<file path="src/rtl/led_pattern_sequencer.sv">
// LED pattern sequencer: a debounced pushbutton steps through four LED patterns,
// and the upstream TICK strobe advances the active pattern.
module led_pattern_sequencer #(
  parameter int DEBOUNCE_CYCLES = 500000,
  parameter int N_LED           = 3
) (
  input  logic             CLK,
  input  logic             RST,
  input  logic             TICK,
  input  logic             BTN,
  output logic [N_LED-1:0] LED,
  output logic [1:0]       MODE,
  output logic             PRESS
);

  localparam int              CNT_W   = $clog2(DEBOUNCE_CYCLES);
  localparam logic [CNT_W-1:0] CNT_MAX = CNT_W'(DEBOUNCE_CYCLES - 1);

  typedef enum logic [1:0] {
    MODE_BLINK  = 2'd0,
    MODE_CHASE  = 2'd1,
    MODE_BOUNCE = 2'd2,
    MODE_BINARY = 2'd3
  } mode_t;

  logic             sync1_q, sync1_d;
  logic             s_q, s_d;
  logic             db_q, db_d;
  logic             db_dly_q, db_dly_d;
  logic [CNT_W-1:0] cnt_q, cnt_d;
  logic             press_q, press_d;
  mode_t            mode_q, mode_d;
  logic [N_LED-1:0] pat_q, pat_d;
  logic             dir_up_q, dir_up_d;
  logic             press_evt;
  logic [N_LED-1:0] shift_nxt;

  always_comb begin
    sync1_d   = BTN;
    s_d       = sync1_q;
    db_d      = db_q;
    cnt_d     = cnt_q;
    db_dly_d  = db_q;
    mode_d    = mode_q;
    pat_d     = pat_q;
    dir_up_d  = dir_up_q;
    shift_nxt = pat_q;

    // Debounce stage: the synchronised level must hold for the full count.
    if (s_q == db_q) begin
      cnt_d = '0;
    end else if (cnt_q == CNT_MAX) begin
      db_d  = s_q;
      cnt_d = '0;
    end else begin
      cnt_d = cnt_q + CNT_W'(1);
    end

    press_evt = db_q & ~db_dly_q;
    press_d   = press_evt;

    // Pattern stage: a press reloads the entry value and swallows any TICK.
    if (press_evt) begin
      mode_d = mode_t'(mode_q + 2'd1);
      case (mode_d)
        MODE_CHASE:  pat_d = N_LED'(1);
        MODE_BOUNCE: begin
          pat_d    = N_LED'(1);
          dir_up_d = 1'b1;
        end
        default:     pat_d = '0;
      endcase
    end else if (TICK) begin
      case (mode_q)
        MODE_BLINK:  pat_d = ~pat_q;
        MODE_CHASE:  pat_d = {pat_q[N_LED-2:0], pat_q[N_LED-1]};
        MODE_BOUNCE: begin
          if (dir_up_q) begin
            shift_nxt = {pat_q[N_LED-2:0], 1'b0};
            if (shift_nxt[N_LED-1]) dir_up_d = 1'b0;
          end else begin
            shift_nxt = {1'b0, pat_q[N_LED-1:1]};
            if (shift_nxt[0]) dir_up_d = 1'b1;
          end
          pat_d = shift_nxt;
        end
        default:     pat_d = pat_q + N_LED'(1);
      endcase
    end
  end

  always_ff @(posedge CLK) begin
    if (RST) begin
      sync1_q  <= 1'b0;
      s_q      <= 1'b0;
      db_q     <= 1'b0;
      db_dly_q <= 1'b0;
      cnt_q    <= '0;
      press_q  <= 1'b0;
      mode_q   <= MODE_BLINK;
      pat_q    <= '0;
      dir_up_q <= 1'b1;
    end else begin
      sync1_q  <= sync1_d;
      s_q      <= s_d;
      db_q     <= db_d;
      db_dly_q <= db_dly_d;
      cnt_q    <= cnt_d;
      press_q  <= press_d;
      mode_q   <= mode_d;
      pat_q    <= pat_d;
      dir_up_q <= dir_up_d;
    end
  end

  assign LED   = pat_q;
  assign MODE  = mode_q;
  assign PRESS = press_q;

endmodule

</file>
<file path="config.mk">
export PLATFORM = sky130hd
export DESIGN_NAME = led_pattern_sequencer
export DESIGN_NICKNAME = d
export VERILOG_FILES = /design/src/rtl/led_pattern_sequencer.sv
export SDC_FILE = /design/constraint.sdc
export NUM_CORES = 1
export LEC_CHECK = 0
export CELL_PAD_IN_SITES_DETAIL_PLACEMENT = 1
export CELL_PAD_IN_SITES_GLOBAL_PLACEMENT = 1
export CORE_UTILIZATION = 36
export DETAILED_ROUTE_END_ITERATION = 8
export PLACE_DENSITY_LB_ADDON = 0.1
export SETUP_SLACK_MARGIN = 0.1
export SLEW_MARGIN = 5
export SYNTH_ARGS = -nofsm -noshare
export SYNTH_HDL_FRONTEND = slang
export SYNTH_SLANG_ARGS = --single-unit
</file>
<file path="constraint.sdc">
create_clock -name CLK -period 2.3 [get_ports CLK]
set_input_delay 0.345 -clock CLK [delete_from_list [all_inputs] [get_ports CLK]]
set_output_delay 0.345 -clock CLK [all_outputs]
set_load 0.03 [all_outputs]
</file>
==> results of run 1 <==
worst max path at each step:
stage              from        end  slack, ns  cells past startpoint
2_1_floorplan  cnt_q[0]  cnt_q[10]       0.64                      6
3_3_place_gp   cnt_q[0]   db_dly_d       0.61                      5
3_5_place_dp   cnt_q[0]   db_dly_d       0.51                      5
4_1_cts        cnt_q[0]   db_dly_d       0.48                      5
5_1_grt        cnt_q[0]   db_dly_d       0.37                      5
6_report       cnt_q[0]   db_dly_d       0.49                      5
layout make-up:
type,instances,area share
clock buffers,7,0.0500
inverters,10,0.0218
clock inverters,1,0.00290
flip-flops and latches,30,0.348
well taps,48,0.0348
multi-input cells,122,0.482
repair buffers,11,0.0609
power groups by stage:
stage          sequential, mW  clock [mW]  combinational (mW)
2_1_floorplan           0.552           0              0.0190
3_3_place_gp            0.545           0              0.0469
3_5_place_dp            0.546           0              0.0485
4_1_cts                 0.534       0.453              0.0486
5_1_grt                 0.534       0.476              0.0532
6_report                0.534       0.434              0.0476
state kept, by name, summed over array words and instances (netlist names):
name / count
cnt_q: 19
LED: 3
MODE: 2
PRESS: 1
db_dly_d: 1
db_dly_q: 1
dir_up_q: 1
s_d: 1
s_q: 1
layout by cell type, fill, tap and decap left out, types with 3 or more instances in the layout:
master / Yosys / layout
dfxtp_1: 30 / 30
nor2_1: 25 / 25
xnor2_1: 15 / 15
inv_1: 10 / 10
nand2_1: 10 / 10
ha_1: 9 / 9
clkdlybuf4s50_1: 0 / 9
nand3_1: 8 / 8
a21oi_1: 7 / 7
nor4_1: 6 / 6
clkbuf_8: 0 / 6
nor3_1: 5 / 5
nor2b_1: 3 / 3
o21ai_0: 3 / 3
worst max-delay path, delay by kind of cell, from the launching register on:
kind / cells / cell delay (ns)
AOI/OAI and AO/OA: 1 / 0.08
and+or+nand+nor: 3 / 1.06
adders and majority gates: 1 / 0.22
DFF: 1 / 0.37
stage by stage:
stage	total power [mW]	hold slack (ns)	instances	cell area, um^2	setup WS [ns]
4_1_cts	1.04	0.452	229	1730	0.476
3_3_place_gp	0.592	0.417	221	1630	0.606
6_report	1.02	0.439	229	1730	0.491
2_1_floorplan	0.571	0.407	164	1480	0.637
3_5_place_dp	0.594	0.433	221	1630	0.509
5_1_grt	1.06	0.462	229	1730	0.372
cell families after synthesis:
| kind of cell | after synthesis | share of synthesized area |
|---|---|---|
| mux | 2 | 0.0135 |
| buf+inv | 12 | 0.0313 |
| xor+xnor | 17 | 0.101 |
| flops | 30 | 0.406 |
| fa+ha+maj | 9 | 0.0762 |
| simple gates | 72 | 0.275 |
| compound gates | 22 | 0.0965 |
layer usage:
layer / global-route usage / part of all wire
met5: 0 / 0
met4: 0.0798 / 0.019
met3: 0.0310 / 0.020
met2: 0.320 / 0.52
met1: 0.193 / 0.44
==> out/qor.yml, run 1 <==
max_slew.worst_pin.slew_ns: 0.384
rrSetupSlack_ns: 0.49
via_per_inst: 5.16
fin_util: 0.454
netlist_top_cells_count: "dfxtp_1 (30), nor2_1 (25), xnor2_1 (15)"
dieArea_um2: 4360
syn_area_um2: 1480
start_util: 0.389
synth_warnings: 0
post_cts_buffers: 0
async_reset_ff_frac: 0
min-delay-path-class: "reg2reg"
multi_input_area_um2: 831
crit_arrival_ns: 2.02
hold_depth: 1
yosysSeqAreaShare: 0.406
antenna_found_initial: 0
ys.flop_type: "dfxtp_1"
drt.antenna.violating_nets: 0
intPower_mw: 0.790
register_area_um2: 601
cts.sinks: 30
worstHoldStart: "db_dly_q"
r2r-start: "cnt_q[0]"
cts_hold_buf: 0
ys_types: 37
num-fill-cells: 465
avgSynthCellArea_um2: 9.01
via_count: 1181
tritoncts.num_buffers: 5
synth_most_common_cell: "dfxtp_1"
crit_required_ns: 2.51
vdd_drop_max_mv: 0.390
final_max_slew_viol_count: 0
swShare: 0.222
ctsResizeCount: 0
overflow: 0
netlist.area_leader.share: 0.406
first_pass_iters: 4
synth.area.top_cells: "dfxtp_1 (41%), xnor2_1 (8.9%), ha_1 (7.6%)"
outcome: "completed"
h-tree-depth: 2
die_y_um: 66.1
synth_cells: 164
grt_max_degree: 19
nets: 193
io_pins: 10
final-setup-viol-count: 0
yosysTopAreaCell: "dfxtp_1"
rows: 22
p_leak_nw: 0.588
rsz0062_at_grt: "false"
grt_pass1_wl_um: 5660
cp_max_fo: 8
power_switching_mw: 0.226
clock-root-buffer: "clkbuf_8"
fmax_ghz: 0.553
synth_edf_count: 0
power_frac_comb: 0.047
wirelength_um: 3140
finalCriticalPeriod_ns: 1.81
clkPwrFrac: 0.428
worstSetupPathType: "reg2reg"
drc: 0
clock_latency_ns: 0.28
slowest_delay_ns: 0.52
crit_chain: "ha_1, nand3_2, or2_1, or4b_1, o21ai_0"
syn_nets: 177
grt_pass1_vias: 1241
die_x_um: 66.1
cp-start-kind: "register"
power.density_nw_per_um2: 589
slowest_stage: "or4b_1"
seq_power_share: 0.526
skew_ns: 0.00397
reg2reg_depth: 5
end_kind: "register"
fin_crit_sh: 0.787
cap_violations: 0
hpwl_um: 2410
reg2reg_to: "db_dly_d"
area_delta_synth_final_pct: 16.8
tritoncts: "done"
drt_iter0_drc: 27
hold_viol: 0
max_slew_margin: 0.744
ctsLongestPathBuffers: 2
path_clk_slew_ns: 0.06
numPortBuffers: 9
track_usage: 0.175
gp_congestion: 0.808
wl_per_cell_um: 13.7
ys_seq_elements: 30
core_area_um2: 3800
min_to: "PRESS"
tns_ns: 0
drive_above_1_share: 0.0884
antenna_cells: 0
(Power assumes the default switching activity.)
==> inputs of run 2 (changes only) <==
==> constraint.sdc (replaced) <==
create_clock -name CLK -period 1.6 [get_ports CLK]
set_input_delay 0.24 -clock CLK [delete_from_list [all_inputs] [get_ports CLK]]
set_output_delay 0.24 -clock CLK [all_outputs]
set_load 0.03 [all_outputs]
==> run 2 against run 1 <==
  * Register-to-register slack got worse by 0.42 ns
  * Sequential share of layout area is 3.3 points lower
  * Via count grew 5.8%
  * First-iteration DRC count up 7.4%
  * Critical path type unchanged
  * Largest cell class unchanged
  * Largest power group unchanged
  * Highest routed layer unchanged
==> out/qor.yml, run 2 (synthesis results as in run 1) <==
via_per_inst: 5.23  # +1.4%
path_clk_slew_ns: 0.06  # about the same
max_slew_margin: 0.698  # -0.0461
worstSetupPathType: "reg2reg"
intPower_mw: 1.12  # +42%
h-tree-depth: 2  # unchanged
area_delta_synth_final_pct: 33.9
path_buf_inv: 0  # unchanged
grt_pass1_vias: 1276  # +2.8%
fin_crit_sh: 0.959  # +0.172
holdWs_ns: 0.445  # +0.00598 ns
grt_max_degree: 19  # unchanged
cts_hold_buf: 0  # unchanged
p_leak_nw: 0.730  # +24%
crit_chain: "nor4bb_4, nand3_2, or4b_1, o21ai_2"
skew_ns: 0.00479  # +0.000819 ns
power_switching_mw: 0.310  # +38%
drt_iter0_drc: 29  # +7.4%
crit_required_ns: 1.81  # -0.70 ns
final_common_cell: "nor2_1"
seq_power_share: 0.533  # +0.007
die_x_um: 66.1  # unchanged
antenna_found_initial: 0  # unchanged
finalCriticalPeriod_ns: 1.53  # -0.275 ns
fmax_ghz: 0.652  # +18%
path_delay_family: "simple AND/OR/NAND/NOR gates"
setup_ws_ns: 0.0660  # -0.425 ns
crit_arrival_ns: 1.74  # -0.28 ns
final-setup-viol-count: 0  # unchanged
post-place-cells: 231  # +4.5%
instances_no_fill: 239  # +4.4%
tritoncts.num_buffers: 5  # unchanged
clkPwrFrac: 0.414  # -0.014
rows: 22  # unchanged
fin_util: 0.521  # +0.0665
min-delay-path-class: "reg2reg"
cp_max_fo: 5  # -3
p_total_mw: 1.43  # +41%
vdd_drop_max_mv: 0.439  # +13%
final_max_slew_viol_count: 0  # unchanged
nets: 205  # +6.2%
core_area_um2: 3800  # unchanged
drt.antenna.violating_nets: 0  # unchanged
die_y_um: 66.1  # unchanged
tns_ns: 0  # unchanged
tritoncts: "done"
pre_cts_ws_ns: -0.0321  # -0.541 ns
final_cell_mix: "nor2_1 (25), dfxtp_1 (16), xnor2_1 (15)"
track_usage: 0.179  # +0.00418
clock_latency_ns: 0.28  # about the same
slowest_stage: "or4b_1"
hpwl_um: 2570  # +6.5%
wirelength_um: 3680  # +17%
dieArea_um2: 4360  # unchanged
max_slew.worst_pin.slew_ns: 0.453  # +0.0689 ns
cp-start-kind: "register"
wl_per_cell_um: 15.4  # +12%
gp_congestion: 0.778  # -3.7%
via_count: 1250  # +5.8%
cap_violations: 0  # unchanged
fin_area_um2: 1980  # +15%
hold_viol: 0  # unchanged
start_util: 0.389  # unchanged
drive_above_1_share: 0.314  # +0.226
swShare: 0.217  # -0.00496
grt_pass1_wl_um: 5850  # +3.4%
antenna_cells: 0  # unchanged
cts.sinks: 30  # unchanged
clock-root-buffer: "clkbuf_8"
overflow: 0  # unchanged
postPlaceCellArea_um2: 1760  # +7.5%
first_pass_iters: 4  # unchanged
slowest_delay_ns: 0.51  # about the same
drc: 0  # unchanged
power.density_nw_per_um2: 723  # +23%
end_kind: "register"
outcome: "completed"
ctsLongestPathBuffers: 2  # unchanged
io_pins: 10  # unchanged
power_frac_comb: 0.053  # +0.006
largest_reg_flops: 19  # unchanged
regMostFlops: "cnt_q"
rsz0062_at_grt: "true"
numPortBuffers: 9  # unchanged
[run 2: worst paths after layout]
check | start | endpoint | slack (ns) | cells past startpoint
max | cnt_q[4] | db_dly_d | 0.07 | 4
min | db_dly_q | PRESS | 0.44 | 1
max reg2reg | cnt_q[4] | db_dly_d | 0.07 | 4
min reg2reg | db_dly_q | PRESS | 0.44 | 1
[run 2: repair_timing]
action / in CTS / in global routing
pin swaps: 0 / 4
setup buffers: 0 / 2
endpoints found under the setup margin: 24 / 22
resized for setup: 20 / 20
[run 2: layout make-up]
| class | count | area, um^2 |
|---|---|---|
| Tap cell | 48 | 60.1 |
| Clock buffer | 6 | 82.6 |
| Inverter | 10 | 37.5 |
| Fill cell | 427 | 1820 |
| Timing Repair Buffer | 23 | 204 |
| Sequential cell | 30 | 623 |
| Multi-Input combinational cell | 122 | 971 |
[run 2: power by group through the flow]
stage               Combinational (mW)  Clock, mW  Sequential [mW]
floorplan                       0.0285          0            0.794
global placement                0.0753          0            0.782
detailed placement              0.0773          0            0.782
CTS                             0.0740      0.605            0.762
global route                    0.0836      0.635            0.763
finish                          0.0759      0.591            0.762
[run 2: layer usage]
layer	global-route usage	part of all wire
met1	0.228	0.48
met4	0.0638	0.0079
met5	0	0
met2	0.296	0.48
met3	0.0362	0.035
[run 2: worst reg2reg max path, stage by stage, from the launching register on]
cell      delay [ns]
dfxtp_1         0.45
nor4bb_4        0.26
nand3_2         0.17
or4b_1          0.52
o21ai_2         0.07
==> inputs of run 3 (changes only) <==
--- a/config.mk
+++ b/config.mk
@@ -7,7 +7,7 @@
 export LEC_CHECK = 0
 export CELL_PAD_IN_SITES_DETAIL_PLACEMENT = 1
 export CELL_PAD_IN_SITES_GLOBAL_PLACEMENT = 1
-export CORE_UTILIZATION = 36
+export CORE_UTILIZATION = 40
 export DETAILED_ROUTE_END_ITERATION = 8
 export PLACE_DENSITY_LB_ADDON = 0.1
 export SETUP_SLACK_MARGIN = 0.1
==> run 3 against run 2 <==
  * Clock power is 4.2% lower
  * Sequential share of layout area increased by 0.48 points
  * Setup slack improved by 0.055 ns
  * Via count grew 1.8%
  * Sequential power is essentially flat
  * Largest cell class unchanged
  * Largest power group unchanged
  * Highest routed layer unchanged
==> out/qor.yml, run 3 (synthesis results as in run 1) <==
crit_arrival_ns: 1.67  # -0.07 ns
end_kind: "register"
final_max_slew_viol_count: 0  # unchanged
numPortBuffers: 9  # unchanged
via_count: 1273  # +1.8%
hold_viol: 0  # unchanged
worstSetupPathType: "reg2reg"
dieArea_um2: 3940  # -9.7%
start_util: 0.429  # +0.0403
tritoncts: "done"
crit_required_ns: 1.79  # -0.02 ns
slowest_delay_ns: 0.45  # -0.06 ns
drt_iter0_drc: 48  # +66%
clock-root-buffer: "clkbuf_8"
crit_chain: "nand4_4, nor4_2, mux2i_1, nor4b_2"
via_per_inst: 5.28  # +0.99%
power.density_nw_per_um2: 712  # -1.5%
cts.sinks: 30  # unchanged
largest_reg_flops: 19  # unchanged
min-delay-path-class: "reg2reg"
final_cell_mix: "nor2_1 (25), dfxtp_1 (16), xnor2_1 (15), buf_4 (15)"
tns_ns: 0  # unchanged
rows: 21  # -4.5%
fin_util: 0.571  # +0.0500
power_switching_mw: 0.317  # +2.2%
gp_congestion: 0.770  # -0.98%
drt.antenna.violating_nets: 0  # unchanged
wl_per_cell_um: 15.3  # -0.45%
fin_crit_sh: 0.924  # -0.0346
rrSetupSlack_ns: 0.12  # +0.06 ns
power_frac_comb: 0.051  # -0.002
max_slew_margin: 0.703  # +0.00498
cp-start-kind: "register"
ctsLongestPathBuffers: 2  # unchanged
wirelength_um: 3690  # +0.38%
regMostFlops: "cnt_q"
drive_above_1_share: 0.297  # -0.0167
overflow: 0  # unchanged
fin_area_um2: 1960  # -0.70%
die_x_um: 62.8  # -5.0%
p_total_mw: 1.40  # -2.2%
cap_violations: 0  # unchanged
track_usage: 0.201  # +0.0218
grt_pass1_vias: 1315  # +3.1%
vdd_drop_max_mv: 0.394  # -10%
area_delta_synth_final_pct: 32.9
p_leak_nw: 0.700  # -4.1%
clock_latency_ns: 0.28  # about the same
max_slew.worst_pin.slew_ns: 0.445  # -0.00730 ns
grt_max_degree: 19  # unchanged
finalCriticalPeriod_ns: 1.48  # -0.0554 ns
fmax_ghz: 0.676  # +3.7%
hpwl_um: 2530  # -1.5%
nets: 208  # +1.5%
path_delay_family: "simple AND/OR/NAND/NOR gates"
final_common_cell: "nor2_1"
grt_pass1_wl_um: 6130  # +4.7%
first_pass_iters: 4  # unchanged
pre_cts_ws_ns: 0.0272  # +0.0594 ns
seq_power_share: 0.544  # +0.011
path_buf_inv: 0  # unchanged
clkPwrFrac: 0.405  # -0.009
tritoncts.num_buffers: 5  # unchanged
slowest_stage: "nor4_2"
drc: 0  # unchanged
cts_hold_buf: 0  # unchanged
path_clk_slew_ns: 0.06  # about the same
final-setup-viol-count: 0  # unchanged
setup_ws_ns: 0.121  # +0.0554 ns
core_area_um2: 3440  # -9.4%
outcome: "completed"
io_pins: 10  # unchanged
h-tree-depth: 2  # unchanged
antenna_cells: 0  # unchanged
antenna_found_initial: 0  # unchanged
cp_max_fo: 6  # +1
skew_ns: 0.00289  # -0.00190 ns
postPlaceCellArea_um2: 1740  # -1.0%
die_y_um: 62.8  # -5.0%
rsz0062_at_grt: "true"
swShare: 0.227  # +0.00975
intPower_mw: 1.08  # -3.4%
[run 3: changes by cell type in the layout (fill, tap and decap cells not counted), sizes merged]
cell / change
buf: +3
dlymetal6s2s: -1
clkbuf: +1
dlygate4sd2: +1
[run 3: power groups by stage]
| stage | Sequential, mW | Combinational (mW) | Clock [mW] |
|---|---|---|---|
| after floorplan | 0.794 | 0.0285 | 0 |
| after global placement | 0.785 | 0.0699 | 0 |
| after detailed placement | 0.785 | 0.0724 | 0 |
| after CTS | 0.768 | 0.0697 | 0.580 |
| after global routing | 0.762 | 0.0781 | 0.614 |
| final | 0.761 | 0.0710 | 0.566 |
[run 3: final cells by class]
class                           count  area [um^2]
Sequential cell                    30          628
Clock buffer                        7         76.3
Multi-Input combinational cell    122          938
Timing Repair Buffer               26          226
Tap cell                           46         57.6
Inverter                           10         37.5
Fill cell                         390         1480
[run 3: metrics by stage]
step | hold WS [ns] | instances
after detailed placement | 0.448 | 227
after global placement | 0.423 | 227
after CTS | 0.460 | 237
after global routing | 0.466 | 241
final | 0.450 | 241
after floorplan | 0.368 | 164
[run 3: final timing paths]
path / cells past startpoint / startpoint / to
worst max-delay path: 4 / cnt_q[6] / cnt_q[17]
worst min-delay path: 1 / s_d / s_q
worst max register to register: 4 / cnt_q[6] / cnt_q[17]
worst min register to register: 1 / s_d / s_q
[run 3: timing repair]
item | in CTS | in global routing
resized for setup | 16 | 22
setup buffers | 3 | 4
setup endpoints to repair | 11 | 10
pin swaps | 3 | 5
[run 3: routing by layer]
metal  GRT usage  vias up  share of wire
met5           0        -              0
met4       0.102        0          0.016
met3      0.0438        6          0.028
met2       0.361       20           0.54
met1       0.218      616           0.42
li1            -      631              -
[run 3: worst register-to-register path, stage by stage (launching register included)]
cell and delay, ns:
dfxtp_4 0.41, nand4_4 0.14, nor4_2 0.45, mux2i_1 0.15, nor4b_2 0.25
